[src/rtl/ahb_apb_pkg.sv]
// ---------------------------------------------------------------------------
// ahb_apb_pkg
// Shared encodings and defaults for the AHB slave side of the AHB-to-APB
// bridge: HTRANS/HBURST/HRESP codes, the burst-tracking FSM state type,
// the error-response state type and the default APB window placement.
// ---------------------------------------------------------------------------
package ahb_apb_pkg;

   localparam logic [1:0] HTRANS_IDLE   = 2'b00;
   localparam logic [1:0] HTRANS_BUSY   = 2'b01;
   localparam logic [1:0] HTRANS_NONSEQ = 2'b10;
   localparam logic [1:0] HTRANS_SEQ    = 2'b11;

   localparam logic [2:0] HBURST_SINGLE = 3'b000;
   localparam logic [2:0] HBURST_INCR   = 3'b001;
   localparam logic [2:0] HBURST_WRAP4  = 3'b010;
   localparam logic [2:0] HBURST_INCR4  = 3'b011;
   localparam logic [2:0] HBURST_WRAP8  = 3'b100;
   localparam logic [2:0] HBURST_INCR8  = 3'b101;
   localparam logic [2:0] HBURST_WRAP16 = 3'b110;
   localparam logic [2:0] HBURST_INCR16 = 3'b111;

   localparam logic [1:0] HRESP_OKAY  = 2'b00;
   localparam logic [1:0] HRESP_ERROR = 2'b01;

   localparam logic [31:0] DEF_BASE_ADDR = 32'h8000_0000;
   localparam logic [31:0] DEF_REGION_SZ = 32'h0400_0000;

   typedef enum logic {
      B_IDLE   = 1'b0,
      B_ACTIVE = 1'b1
   } burst_state_t;

   typedef enum logic [1:0] {
      E_OKAY = 2'b00,
      E_ERR1 = 2'b01,
      E_ERR2 = 2'b10
   } err_state_t;

   // Beat count of a fixed-length burst; 0 for SINGLE and unbounded INCR.
   function automatic logic [4:0] burst_len(input logic [2:0] hburst);
      logic [4:0] len;
      case (hburst)
         HBURST_WRAP4,  HBURST_INCR4:  len = 5'd4;
         HBURST_WRAP8,  HBURST_INCR8:  len = 5'd8;
         HBURST_WRAP16, HBURST_INCR16: len = 5'd16;
         default:                      len = 5'd0;
      endcase
      return len;
   endfunction

endpackage

[src/rtl/ahb_addr_decoder.sv]
// ---------------------------------------------------------------------------
// ahb_addr_decoder
// Combinational window check and one-hot slave select for the three
// consecutive APB regions starting at BASE_ADDR, each REGION_SZ bytes.
//
// Ports:
//   haddr     in  32  AHB address
//   in_window out  1  haddr lies in [BASE_ADDR, BASE_ADDR+3*REGION_SZ)
//   tempsel   out  3  one-hot region select, 3'b000 outside the window
// ---------------------------------------------------------------------------
module ahb_addr_decoder
   import ahb_apb_pkg::*;
#(
   parameter logic [31:0] BASE_ADDR = DEF_BASE_ADDR,
   parameter logic [31:0] REGION_SZ = DEF_REGION_SZ
) (
   input  logic [31:0] haddr,
   output logic        in_window,
   output logic [2:0]  tempsel
);

   // Limits are carried in 34 bits so a window touching the top of the
   // 4 GB space cannot wrap around and alias low addresses.
   localparam logic [33:0] LIM0 = {2'b00, BASE_ADDR};
   localparam logic [33:0] LIM1 = LIM0 + {2'b00, REGION_SZ};
   localparam logic [33:0] LIM2 = LIM1 + {2'b00, REGION_SZ};
   localparam logic [33:0] LIM3 = LIM2 + {2'b00, REGION_SZ};

   logic [33:0] addr_ext;

   assign addr_ext = {2'b00, haddr};

   always_comb begin
      tempsel = 3'b000;
      if (addr_ext < LIM0) begin
         tempsel = 3'b000;
      end else if (addr_ext < LIM1) begin
         tempsel = 3'b001;
      end else if (addr_ext < LIM2) begin
         tempsel = 3'b010;
      end else if (addr_ext < LIM3) begin
         tempsel = 3'b100;
      end
   end

   assign in_window = |tempsel;

endmodule

[src/rtl/ahb_slave_interface.sv]
// ---------------------------------------------------------------------------
// ahb_slave_interface
// AHB slave front end of the AHB-to-APB bridge. Qualifies transfers into
// the APB window, pipelines address/data for the APB FSM controller and
// tracks burst progress.
//
// Optional feature macro: AHB_ERR_RESP_EN
//   defined   : out-of-window NONSEQ/SEQ gets a two-cycle ERROR response
//               and aborts any active burst
//   undefined : hresp fixed OKAY, err_hready fixed 1, such transfers dropped
//
// Ports:
//   clk, hresetn                 clock, async active-low reset
//   hwrite, hreadyin, htrans,
//   hburst, hsize, haddr, hwdata AHB master address/data phase
//   valid                        qualified transfer request (combinational)
//   haddr1/haddr2, hwdata1/2     one-/two-stage pipelined address and data
//   hwritereg                    registered hwrite
//   tempsel                      one-hot slave select (combinational)
//   beat_cnt, burst_last         current burst beat, final fixed-burst beat
//   hresp, err_hready            response to the master
//
// Burst FSM:
//   state    | meaning
//   B_IDLE   | no burst in progress, beat_cnt held at 0
//   B_ACTIVE | burst accepted, beat_cnt indexes the last accepted beat
//
// Error FSM (AHB_ERR_RESP_EN only):
//   state    | meaning
//   E_OKAY   | OKAY response
//   E_ERR1   | ERROR first cycle, err_hready low
//   E_ERR2   | ERROR second cycle, err_hready high
// ---------------------------------------------------------------------------
module ahb_slave_interface
   import ahb_apb_pkg::*;
#(
   parameter logic [31:0] BASE_ADDR = DEF_BASE_ADDR,
   parameter logic [31:0] REGION_SZ = DEF_REGION_SZ
) (
   input  logic        clk,
   input  logic        hresetn,
   input  logic        hwrite,
   input  logic        hreadyin,
   input  logic [1:0]  htrans,
   input  logic [2:0]  hburst,
   input  logic [2:0]  hsize,
   input  logic [31:0] haddr,
   input  logic [31:0] hwdata,
   output logic        valid,
   output logic [31:0] haddr1,
   output logic [31:0] haddr2,
   output logic [31:0] hwdata1,
   output logic [31:0] hwdata2,
   output logic        hwritereg,
   output logic [2:0]  tempsel,
   output logic [3:0]  beat_cnt,
   output logic        burst_last,
   output logic [1:0]  hresp,
   output logic        err_hready
);

   logic         in_window;
   logic         is_xfer;
   logic         err_abort;
   logic         unused_hsize;

   burst_state_t bstate, bstate_nxt;
   logic [3:0]   beat_nxt;
   logic [4:0]   blen, blen_nxt;
   logic         unbounded, unbounded_nxt;

   // Transfer size does not affect decode or sequencing here; the APB
   // side always moves a full word.
   assign unused_hsize = ^hsize;

   ahb_addr_decoder #(
      .BASE_ADDR (BASE_ADDR),
      .REGION_SZ (REGION_SZ)
   ) u_addr_decoder (
      .haddr     (haddr),
      .in_window (in_window),
      .tempsel   (tempsel)
   );

   assign is_xfer = (htrans == HTRANS_NONSEQ) || (htrans == HTRANS_SEQ);
   assign valid   = hreadyin & is_xfer & in_window;

   // Address/data pipeline
   always_ff @(posedge clk or negedge hresetn) begin
      if (!hresetn) begin
         haddr1    <= '0;
         haddr2    <= '0;
         hwdata1   <= '0;
         hwdata2   <= '0;
         hwritereg <= 1'b0;
      end else if (hreadyin) begin
         haddr1    <= haddr;
         haddr2    <= haddr1;
         hwdata1   <= hwdata;
         hwdata2   <= hwdata1;
         hwritereg <= hwrite;
      end
   end

   // Burst tracking
   always_ff @(posedge clk or negedge hresetn) begin
      if (!hresetn) begin
         bstate    <= B_IDLE;
         beat_cnt  <= '0;
         blen      <= '0;
         unbounded <= 1'b0;
      end else begin
         bstate    <= bstate_nxt;
         beat_cnt  <= beat_nxt;
         blen      <= blen_nxt;
         unbounded <= unbounded_nxt;
      end
   end

   assign burst_last = (bstate == B_ACTIVE) && !unbounded &&
                       ({1'b0, beat_cnt} == (blen - 5'd1));

   always_comb begin
      bstate_nxt    = bstate;
      beat_nxt      = beat_cnt;
      blen_nxt      = blen;
      unbounded_nxt = unbounded;
      if (hreadyin) begin
         if (err_abort) begin
            bstate_nxt = B_IDLE;
            beat_nxt   = '0;
         end else if (valid && (htrans == HTRANS_NONSEQ)) begin
            // A new NONSEQ always restarts, even mid-burst.
            beat_nxt = '0;
            if (hburst == HBURST_SINGLE) begin
               bstate_nxt = B_IDLE;
            end else begin
               bstate_nxt    = B_ACTIVE;
               blen_nxt      = burst_len(hburst);
               unbounded_nxt = (hburst == HBURST_INCR);
            end
         end else if (bstate == B_ACTIVE) begin
            case (htrans)
               HTRANS_IDLE: begin
                  bstate_nxt = B_IDLE;
                  beat_nxt   = '0;
               end
               HTRANS_BUSY: begin
                  beat_nxt = beat_cnt;
               end
               default: begin
                  // Anything presented after the final beat closes the burst.
                  if (burst_last) begin
                     bstate_nxt = B_IDLE;
                     beat_nxt   = '0;
                  end else if (valid) begin
                     beat_nxt = (beat_cnt == 4'hF) ? beat_cnt : beat_cnt + 4'd1;
                  end
               end
            endcase
         end
      end
   end

`ifdef AHB_ERR_RESP_EN
   err_state_t estate, estate_nxt;

   assign err_abort = hreadyin & is_xfer & ~in_window;

   always_ff @(posedge clk or negedge hresetn) begin
      if (!hresetn) begin
         estate <= E_OKAY;
      end else begin
         estate <= estate_nxt;
      end
   end

   always_comb begin
      estate_nxt = E_OKAY;
      hresp      = HRESP_OKAY;
      err_hready = 1'b1;
      case (estate)
         E_OKAY: begin
            if (err_abort) estate_nxt = E_ERR1;
         end
         E_ERR1: begin
            hresp      = HRESP_ERROR;
            err_hready = 1'b0;
            estate_nxt = E_ERR2;
         end
         E_ERR2: begin
            hresp = HRESP_ERROR;
            // The master may issue its next transfer here; a bad one
            // starts a fresh error response back to back.
            if (err_abort) estate_nxt = E_ERR1;
         end
         default: begin
            estate_nxt = E_OKAY;
         end
      endcase
   end
`else
   assign err_abort  = 1'b0;
   assign hresp      = HRESP_OKAY;
   assign err_hready = 1'b1;
`endif

endmodule

[config.mk]
export PLATFORM = sky130hd
export DESIGN_NAME = ahb_slave_interface
export DESIGN_NICKNAME = d
export VERILOG_FILES = /design/src/rtl/ahb_apb_pkg.sv /design/src/rtl/ahb_addr_decoder.sv /design/src/rtl/ahb_slave_interface.sv
export SDC_FILE = /design/constraint.sdc
export NUM_CORES = 1
export LEC_CHECK = 0
export CAP_MARGIN = 20
export CELL_PAD_IN_SITES_DETAIL_PLACEMENT = 1
export CELL_PAD_IN_SITES_GLOBAL_PLACEMENT = 2
export CORE_UTILIZATION = 30
export CTS_CLUSTER_DIAMETER = 30
export CTS_CLUSTER_SIZE = 16
export DETAILED_ROUTE_END_ITERATION = 6
export HOLD_SLACK_MARGIN = 0.03
export PLACE_DENSITY = 0.89
export SYNTH_ARGS = -nofsm -noshare
export SYNTH_HDL_FRONTEND = slang
export SYNTH_SLANG_ARGS = --single-unit
[constraint.sdc]
create_clock -name clk -period 4.58 [get_ports clk]
set_input_delay 0.916 -clock clk [delete_from_list [all_inputs] [get_ports clk]]
set_output_delay 0.916 -clock clk [all_outputs]
set_load 0.03 [all_outputs]
Word level (Yosys, flattened, before mapping)
Index checks and enable logic that the tools add are counted.
{"block": "totals", "ff_bits": 140, "latch_bits": 0, "ram_bits": 0, "mem_bits_ro": 0, "input_bits": 76, "output_inout_bits": 141, "elab_cells": 63, "mem_count": 0}
{"block": "op_classes", "n_addsub": 2, "n_mul": 0, "div": 0, "magnitude_cmp": 4, "eq_ne": 14, "n_shift": 0, "mux": 16, "n_bitwise": 3, "reduce_logical": 15}
{"operator": "$lt A32 B32 Y1 const B", "count": 4}
{"operator": "$mux W4", "count": 5}
{"operator": "$pmux W5 S3", "count": 1}
{"operator": "$eq A3 B3 Y1 const B", "count": 4}
{"operator": "$mux W3", "count": 4}
{"operator": "$pmux W4 S2", "count": 1}
{"operator": "$eq A3 B2 Y1 const B", "count": 2}
{"operator": "$reduce_or A2 Y1", "count": 3}
{"operator": "$eq A4 B5 Y1", "count": 1}
{"operator": "$reduce_and A5 Y1", "count": 1}
{"operator": "$sub A5 B1 Y5 const B", "count": 1}
{"operator": "$add A4 B1 Y4 const B", "count": 1}
{"operator": "$eq A2 B2 Y1 const B", "count": 2}
{"operator": "$eq A4 B4 Y1 const B", "count": 1}
{"operator": "$mux W1", "count": 4}
{"operator": "$ne A4 B3 Y1 const B", "count": 1}
{"operator": "$reduce_bool A4 Y1", "count": 1}
{"operator": "$eq A3 B1 Y1 const B", "count": 1}
{"operator": "$logic_and A1 B1 Y1", "count": 3}
{"operator": "$logic_not A3 Y1", "count": 1}
{"operator": "$reduce_and A3 Y1", "count": 1}
{"operator": "$reduce_or A3 Y1", "count": 1}
{"operator": "$and A1 B1 Y1", "count": 2}
{"operator": "$eq A2 B1 Y1 const B", "count": 1}
{"operator": "7 further kinds", "count": 7}

Longest topological paths before layout
Gate-level depths: netlist of run 1.
{"block": "logic_depth", "ltp_word": 12, "ltp_mapped": 7, "mapped_depth_nobuf": 7}

Cells and area by module
Synthesis of run 1 repeated with hierarchy kept, for this count alone.
{"block": "hier_totals", "hier_cells": 347, "area_unflattened_um2": 5487.8}
{"module": "ahb_slave_interface", "instances": 1, "cells_per_inst": 342, "area_per_inst_um2": 5439.0, "seq_area_each_um2": 3453.3}
{"module": "ahb_addr_decoder", "instances": 1, "cells_per_inst": 5, "area_per_inst_um2": 48.8, "seq_area_each_um2": 0.0}

Least setup slack after synthesis of run 1
Ideal clock, no wire load.
{"block": "synth_path", "path_kind": "input -> output", "startpoint": "input haddr[30]", "endpoint": "output valid", "arrival_time_ps": 2437, "t_required_ps": 3664, "setup_slack_ps": 1227, "path_stages": 3, "n_path_buf": 1, "cell_sequence": "or4b_1 > buf_2 > nor3b_1"}
{"block": "synth_via", "elab_chain_cells": 7, "word_cells_on_any_way": 10, "classes_between": "order compare: 4; mux: 4; bitwise: 1; reduce/logical: 1"}
{"item": "from (decl)", "line_no": "ahb_slave_interface.sv:47", "text": "input logic [31:0] haddr,"}
{"item": "$lt A32 B32 Y1", "line_no": "ahb_addr_decoder.sv:41", "text": "end else if (addr_ext < LIM3) begin"}
{"item": "$mux W3", "line_no": "ahb_addr_decoder.sv:41"}
{"item": "$mux W3", "line_no": "ahb_addr_decoder.sv:39", "text": "end else if (addr_ext < LIM2) begin"}
{"item": "$mux W3", "line_no": "ahb_addr_decoder.sv:37", "text": "end else if (addr_ext < LIM1) begin"}
{"item": "$mux W3 *", "line_no": "ahb_addr_decoder.sv:35", "text": "if (addr_ext < LIM0) begin"}
{"item": "$reduce_or A3 Y1 *", "line_no": "ahb_addr_decoder.sv:46", "text": "assign in_window = |tempsel;"}
{"item": "$and A1 B1 Y1 *", "line_no": "ahb_slave_interface.sv:86", "text": "assign valid = hreadyin & is_xfer & in_window;"}
{"item": "to (decl)", "line_no": "ahb_slave_interface.sv:49", "text": "output logic valid,"}
Every way passes the cells marked *; elsewhere a longest branch is shown, timed or not.

Final worst setup path of run 1
Ends and elaborated chain as after synthesis.

==> results.cfg, run 1 <==
[outcome]
status = complete, no violations

[die]
io_pins = 217
core_region_area_sq_um = 17500
die_h_microns = 136
rows = 48
fp.dieW_microns = 136
die_area_sq_um = 18600
initial_core_util = 0.310

[clock_network]
tritoncts = built
htreeDepth = 4
cts.sinks = 138
cts_hold_buf = 0
clk_latency_ps = 400
cts_buffers = 17
cts.clk_slew.worst_paths_ps = 60
post-cts-setup-buffers = 0
cts.path.max_buffers = 2
cts.repair.resized = 0
cts_root_buffer = clkbuf_16

[global_routing]
first_global_vias = 4090
grt_overflow = 0
antenna_found_initial = 0
grt_use_total = 0.155
grt_pass1_wl_microns = 21900
grt_max_degree = 104

[power_and_ir_drop]
swShare = 0.292
clockPowerShare = 0.350
seqPwrFrac = 0.401
ir_drop_mv = 0.231
intPower_mw = 2.58
p_comb_frac = 0.249
power_density_nw_per_um2 = 440
switchingPower_mw = 1.07
power_leakage_nw = 3.38

[worst_hold_path]
holdCritPathClass = reg -> reg

[worst_setup_path]
start_kind = input pin
crit_fanout = 6
cp_slowest_stage_delay_ps = 750
crit_path_cell_trace = clkdlybuf4s50_1, or4b_1, nor3b_1, clkdlybuf4s50_1
crit_path_end_kind = output port
critical-path-top-delay-family = buffers and inverters
reg2reg_slack_ps = 2490
cp_data_arrival_time_ps = 3210
crit_required_ps = 3660
crit_type = in -> out
crit_buf_inv = 2
cpMaxStageDelayCell = clkdlybuf4s50_1
critical_path.most_common_cell = clkdlybuf4s50_1

[synthesis]
yosys_register_bits = 138
synth_most_common_cell = dfrtp_1
yosysSeqAreaShare = 0.638
synth_top_flop_cell = dfrtp_1
synth_area_leader_cell = dfrtp_1
synth_area_leaders = dfrtp_1 64%, mux2_2 27%, clkbuf_1 1.0%
synth_cell_types = 40
syn_area_sq_um = 5410
synth.avg_cell_area_sq_um = 15.5
ys_async_sr_fraction = 1.00
synth-edff-count = 0
syn_inst = 349
ys_top_cells_by_count = 138 x dfrtp_1, 129 x mux2_2, 15 x clkbuf_1
yosysWarnings = 0
synth_top_area_frac = 0.638

[cells_and_area]
diodes = 0
drive_gt1_frac = 0.289
area_growth_pct = 53.3
finalNetCount = 642

[routing]
routed_via_density = 4.57
dr.pass1.iters = 4
via_count = 3664
drtIter0Drc = 101
drc = 0
wl_microns = 13800
post_drt_wl_per_cell_microns = 17.2
antenna_left = 0

[timing]
rsz0062_at_grt = false
slew_violations = 0
postLayoutSetupSlackWorst_ps = 453
final.setup.tns_ps = 0
setup_violations = 0
finalCritPeriodShare = 0.901
tightest_slew_ps = 1030
min_period_ps = 4130
finClkSkew_ps = 6.64
hold_violations = 0
max-slew-margin-rel = 0.315
max_freq_mhz = 242

[placed_design]
port-buffer-count = 210
gp_congestion = 0.749
dp_hpwl_microns = 9940
dp_slack_ps = 452

[run]
maxCapViolations = 0
## power groups by stage
stage	clock network [mW]	logic [mW]	registers, mW
after CTS	1.32	0.923	1.46
after floorplan	0	0.183	1.76
final	1.28	0.908	1.46
after detailed placement	0	0.919	1.48
after global placement	0	0.901	1.47
after global routing	1.38	0.953	1.48
## registers in the layout, indices dropped and copies added, names as in the netlist
register	count
haddr1	32
haddr2	32
hwdata1	32
hwdata2	32
beat_cnt	4
blen	3
bstate	1
hwritereg	1
unbounded	1
## cells by family (layout without fill, tap and decap cells)
family | count (synthesis) | in the layout | share of synthesized area
flops | 138 | 138 | 0.638
mux | 130 | 130 | 0.271
simple gates | 32 | 32 | 0.0365
buf+inv | 22 | 249 | 0.0176
compound gates | 20 | 20 | 0.0264
xor+xnor | 3 | 3 | 0.00486
fa+ha+maj | 2 | 2 | 0.00462
other cells | 2 | 3 | 0.00139
## cells in the final DEF, fill, tap and decap left out, types with 4 or more instances in the layout
master,instances
nor3b_1,4
clkbuf_1,5
o21ai_0,6
dfrtp_1,138
clkinv_2,4
nor2_1,4
buf_4,5
clkbuf_16,17
nand2_1,10
mux2_2,129
clkdlybuf4s50_1,208
## cell type report
type                       count  area (sq um)
fill                        1752          9180
sequential                   138          3450
timing repair buffer         214          2130
multi-input combinational    190          1870
clock buffer                  25           485
tap                          225           282
clock inverter                 7          66.3
inverter                       3          11.3
## per-stage QoR
stage / cell area [sq um] / cells / utilization / hold WS, ps / total power, mW
after global placement: 7740 / 770 / 0.443 / 463 / 2.37
after CTS: 8300 / 802 / 0.475 / 502 / 3.71
after global routing: 8300 / 802 / 0.475 / 512 / 3.82
after detailed placement: 7740 / 770 / 0.443 / 489 / 2.40
after floorplan: 5420 / 350 / - / 449 / 1.95
final: 8300 / 802 / 0.475 / 490 / 3.65
## final timing paths
path / from / endpoint / depth (start not counted)
max: haddr[30] / valid / 4
min: blen[3] / blen[3] / 2
max reg2reg: blen[2] / beat_cnt[1] / 7
min reg2reg: blen[3] / blen[3] / 2
max in group asynchronous: hresetn / haddr2[4] / 2
min in group asynchronous: hresetn / beat_cnt[0] / 1
## tightest hold or removal path: stages, from the launching register on
cell	delay (ps)
dfrtp_1	340
nand2_1	50
o21ai_0	60
## per-layer routing
layer | up-vias | routed length [microns] | track usage
met2 | 118 | 7380 | 0.275
met5 | - | 0 | 0
met3 | 9 | 999 | 0.0559
met1 | 1869 | 5320 | 0.173
li1 | 1668 | - | -
met4 | 0 | 116 | 0.0426
Note: power is estimated with default switching activity, not from simulation.
==> run 2: changes to the inputs <==
--- a/config.mk
+++ b/config.mk
@@ -8,12 +8,13 @@
 export CAP_MARGIN = 20
 export CELL_PAD_IN_SITES_DETAIL_PLACEMENT = 1
 export CELL_PAD_IN_SITES_GLOBAL_PLACEMENT = 2
-export CORE_UTILIZATION = 30
+export CORE_UTILIZATION = 28
 export CTS_CLUSTER_DIAMETER = 30
 export CTS_CLUSTER_SIZE = 16
 export DETAILED_ROUTE_END_ITERATION = 6
 export HOLD_SLACK_MARGIN = 0.03
-export PLACE_DENSITY = 0.89
+export PLACE_DENSITY = 0.84
+export SETUP_SLACK_MARGIN = 0.3
 export SYNTH_ARGS = -nofsm -noshare
 export SYNTH_HDL_FRONTEND = slang
 export SYNTH_SLANG_ARGS = --single-unit
==> results.cfg, run 2 (synthesized netlist as in run 1, its figures left out) <==
[outcome]
status = complete, no violations

[global_routing]
first_global_vias = 4045
grtUsageMet1 = 0.172
use_met2 = 0.248
busiest_layer = met2
antenna_found_initial = 0
grt_pass1_wl_microns = 22500
grt_max_degree = 81
grt_use_total = 0.147
met3_usage = 0.0476
grt_overflow = 0

[routing]
routed_via_density = 4.39
drtIter0Drc = 67
dr.pass1.iters = 4
antenna_left = 0
drc = 0
wl_microns = 13700
post_drt_wl_per_cell_microns = 16.4
via_count = 3682

[die]
io_pins = 217
rows = 50
core_region_area_sq_um = 18800
fp.dieW_microns = 141
die_area_sq_um = 19900
die_h_microns = 141
initial_core_util = 0.287

[clock_network]
cts_buffers = 17
cts.clk_slew.worst_paths_ps = 60
post-cts-setup-buffers = 0
cts.sinks = 138
cts_hold_buf = 0
cts.repair.resized = 0
clk_latency_ps = 410
cts_root_buffer = clkbuf_16
tritoncts = built
htreeDepth = 4
cts.path.max_buffers = 2

[worst_setup_path]
cp_data_arrival_time_ps = 3140
crit_required_ps = 3660
r2r-start = blen[2]
r2r_cells = 8
reg2reg_slack_ps = 2310
crit_path_end_kind = output port
start_kind = input pin
crit_type = in -> out
crit_fanout = 3
rr_endpoint = beat_cnt[3]

[timing]
min_period_ps = 4050
final.setup.tns_ps = 0
hold_violations = 0
tightest_slew_ps = 997
finalCritPeriodShare = 0.885
finClkSkew_ps = 8.40
slew_violations = 0
max_freq_mhz = 247
rsz0062_at_grt = false
max-slew-margin-rel = 0.335
setup_violations = 0

[placed_design]
dp.cells = 806
placed_area_sq_um = 7790
port-buffer-count = 210
dp_hpwl_microns = 10000
gp_congestion = 0.729

[cells_and_area]
layout_common_cells = 208 x clkdlybuf4s50_1, 138 x dfrtp_1, 129 x mux2_2
area_growth_pct = 56.1
final_common_cell = clkdlybuf4s50_1
utilization = 0.449
layout.cells.non_filler = 839
finalNetCount = 644
diodes = 0
drive_gt1_frac = 0.299
fin_area_sq_um = 8450

[power_and_ir_drop]
power_mw = 3.87
power_density_nw_per_um2 = 458
ir_drop_mv = 0.257
power_leakage_nw = 3.43

[worst_hold_path]
holdCritPathClass = in -> async

[run]
maxCapViolations = 0
[run 2: cell count changes in the layout (fill, tap and decap cells not counted), sizes merged]
cell,previous run,this run
clkbuf,25,19
bufinv,1,5
inv,3,5
buf,6,7
clkinvlp,1,2
[run 2: area by class of cell]
type                            count  area [sq um]
Clock buffer                       18           429
Clock inverter                     14           219
Fill cell                        1887         10400
Inverter                            3          11.3
Multi-Input combinational cell    190          1870
Sequential cell                   138          3450
Tap cell                          260           325
Timing Repair Buffer              216          2140
[run 2: per-stage QoR]
step | worst slack, ps | hold WS [ps]
global route | 450 | 477
global placement | 560 | 463
detailed placement | 524 | 481
CTS | 508 | 456
floorplan | 1230 | 449
finish | 525 | 457
[run 2: worst max path at each step]
stage          endpoint  cells past startpoint      start
3_3_place_gp      valid                      4  haddr[30]
5_1_grt           valid                      4  haddr[30]
3_5_place_dp      valid                      4  haddr[30]
6_report          valid                      4  haddr[30]
4_1_cts           valid                      4  haddr[30]
2_1_floorplan     valid                      3  haddr[30]
[run 2: power by group]
group	internal, mW	switching [mW]
Clock	0.970	0.524
Sequential	1.37	0.0934
Combinational	0.425	0.484
[run 2: metal layers]
layer  vias to the layer above  wire, microns
met1                      1872           5540
met5                         -              0
met2                       122           7020
met3                        17            964
met4                         0            223
li1                       1671              -
[run 2: worst max-delay path: stages]
cell and delay [ps]:
clkdlybuf4s50_1 480, or4b_1 600, nor3b_1 390, clkdlybuf4s50_1 750
==> run 3: changes to the inputs <==
--- a/config.mk
+++ b/config.mk
@@ -5,7 +5,6 @@
 export SDC_FILE = /design/constraint.sdc
 export NUM_CORES = 1
 export LEC_CHECK = 0
-export CAP_MARGIN = 20
 export CELL_PAD_IN_SITES_DETAIL_PLACEMENT = 1
 export CELL_PAD_IN_SITES_GLOBAL_PLACEMENT = 2
 export CORE_UTILIZATION = 28
@@ -14,6 +13,7 @@
 export DETAILED_ROUTE_END_ITERATION = 6
 export HOLD_SLACK_MARGIN = 0.03
 export PLACE_DENSITY = 0.84
+export REMOVE_ABC_BUFFERS = 1
 export SETUP_SLACK_MARGIN = 0.3
 export SYNTH_ARGS = -nofsm -noshare
 export SYNTH_HDL_FRONTEND = slang
==> results.cfg, run 3 (synthesized netlist as in run 1, its figures left out) <==
[global_routing]
grt_overflow = 0
busiest_layer = met2
grt_pass1_wl_microns = 21800
first_global_vias = 4087
antenna_found_initial = 0
met3_usage = 0.0577
grt_use_total = 0.141
use_met2 = 0.249
grt_max_degree = 108
grtUsageMet1 = 0.152

[clock_network]
cts_hold_buf = 0
cts_buffers = 17
cts.repair.resized = 0
post-cts-setup-buffers = 0
cts.path.max_buffers = 2
tritoncts = built
clk_latency_ps = 400
htreeDepth = 4
cts.clk_slew.worst_paths_ps = 60
cts_root_buffer = clkbuf_16
cts.sinks = 138

[routing]
dr.pass1.iters = 4
antenna_left = 0
routed_via_density = 4.37
wl_microns = 13500
via_count = 3662
post_drt_wl_per_cell_microns = 16.1
drc = 0
drtIter0Drc = 89

[die]
fp.dieW_microns = 141
rows = 50
die_h_microns = 141
core_region_area_sq_um = 18800
die_area_sq_um = 19900
initial_core_util = 0.287
io_pins = 217

[worst_setup_path]
crit_required_ps = 3660
crit_path_cell_trace = clkdlybuf4s50_1, or4b_1, nor3b_1, clkdlybuf4s50_1
cp_data_arrival_time_ps = 3190
cp_slowest_stage_delay_ps = 780
crit_type = in -> out
critical-path-top-delay-family = buffers and inverters
critical_path.most_common_cell = clkdlybuf4s50_1
crit_path_end_kind = output port
crit_buf_inv = 2
crit_fanout = 3
start_kind = input pin
cpMaxStageDelayCell = clkdlybuf4s50_1

[timing]
finClkSkew_ps = 4.72
rsz0062_at_grt = false
final.setup.tns_ps = 0
min_period_ps = 4110
tightest_slew_ps = 967
setup_violations = 0
postLayoutSetupSlackWorst_ps = 470
max_freq_mhz = 243
finalCritPeriodShare = 0.897
slew_violations = 0
holdWs_ps = 504
max-slew-margin-rel = 0.355
hold_violations = 0

[placed_design]
gp_congestion = 0.748
dp_slack_ps = 501
port-buffer-count = 210
dp_hpwl_microns = 9660

[outcome]
status = complete, no violations

[worst_hold_path]
holdCritPathClass = reg -> reg

[cells_and_area]
diodes = 0
finalNetCount = 643
nFillCells = 1885
final_common_cell = clkdlybuf4s50_1
area_growth_pct = 56.1
utilization = 0.449
drive_gt1_frac = 0.299
layout_common_cells = 208 x clkdlybuf4s50_1, 138 x dfrtp_1, 129 x mux2_2

[power_and_ir_drop]
power_leakage_nw = 3.43
ir_drop_mv = 0.237
power_density_nw_per_um2 = 458

[run]
maxCapViolations = 0
run 3: changes by cell type in the layout (fill, tap and decap cells not counted):
cell       before  now
bufinv_16       5    4
clkbuf_1        1    0
clkbuf_2        1    0
clkbuf_8        0    3
clkinv_2        2    1
clkinv_4        3    0
inv_6           2    5
run 3: layout make-up:
type / count / area (sq um) / share of cell area
clock buffer: 20 / 467 / 0.0553
inverter: 3 / 11.3 / 0.00133
clock inverter: 12 / 184 / 0.0218
sequential: 138 / 3450 / 0.409
tap: 260 / 325 / 0.0385
timing repair buffer: 215 / 2140 / 0.253
multi-input combinational: 190 / 1870 / 0.221
run 3: path summary, 6_finish.rpt:
path | from | end | slack (ps) | depth (start not counted)
min | hwdata2[10] | hwdata2[10] | 500 | 1
min in group asynchronous | hresetn | haddr1[0] | 630 | 1
max reg2reg | blen[2] | beat_cnt[3] | 2460 | 8
min reg2reg | hwdata2[10] | hwdata2[10] | 500 | 1
max | haddr[30] | valid | 470 | 4
max in group asynchronous | hresetn | hwdata2[18] | 2900 | 2
run 3: per-stage QoR:
| step | instance area [sq um] | std cells | power, mW |
|---|---|---|---|
| 6_report | 8450 | 838 | 3.86 |
| 5_1_grt | 8450 | 838 | 4.02 |
| 4_1_cts | 8450 | 838 | 3.92 |
| 3_5_place_dp | 7790 | 806 | 2.40 |
| 3_3_place_gp | 7790 | 806 | 2.37 |
| 2_1_floorplan | 5330 | 331 | 1.93 |
run 3: routing by layer:
| metal | wire, microns | part of all wire |
|---|---|---|
| met2 | 7040 | 0.52 |
| met3 | 995 | 0.074 |
| met4 | 163 | 0.012 |
| met1 | 5280 | 0.39 |
| met5 | 0 | 0 |
run 3: report_power, final:
group	total (mW)	switching (mW)	internal (mW)
logic	0.905	0.480	0.425
registers	1.46	0.0906	1.37
clock network	1.50	0.538	0.964
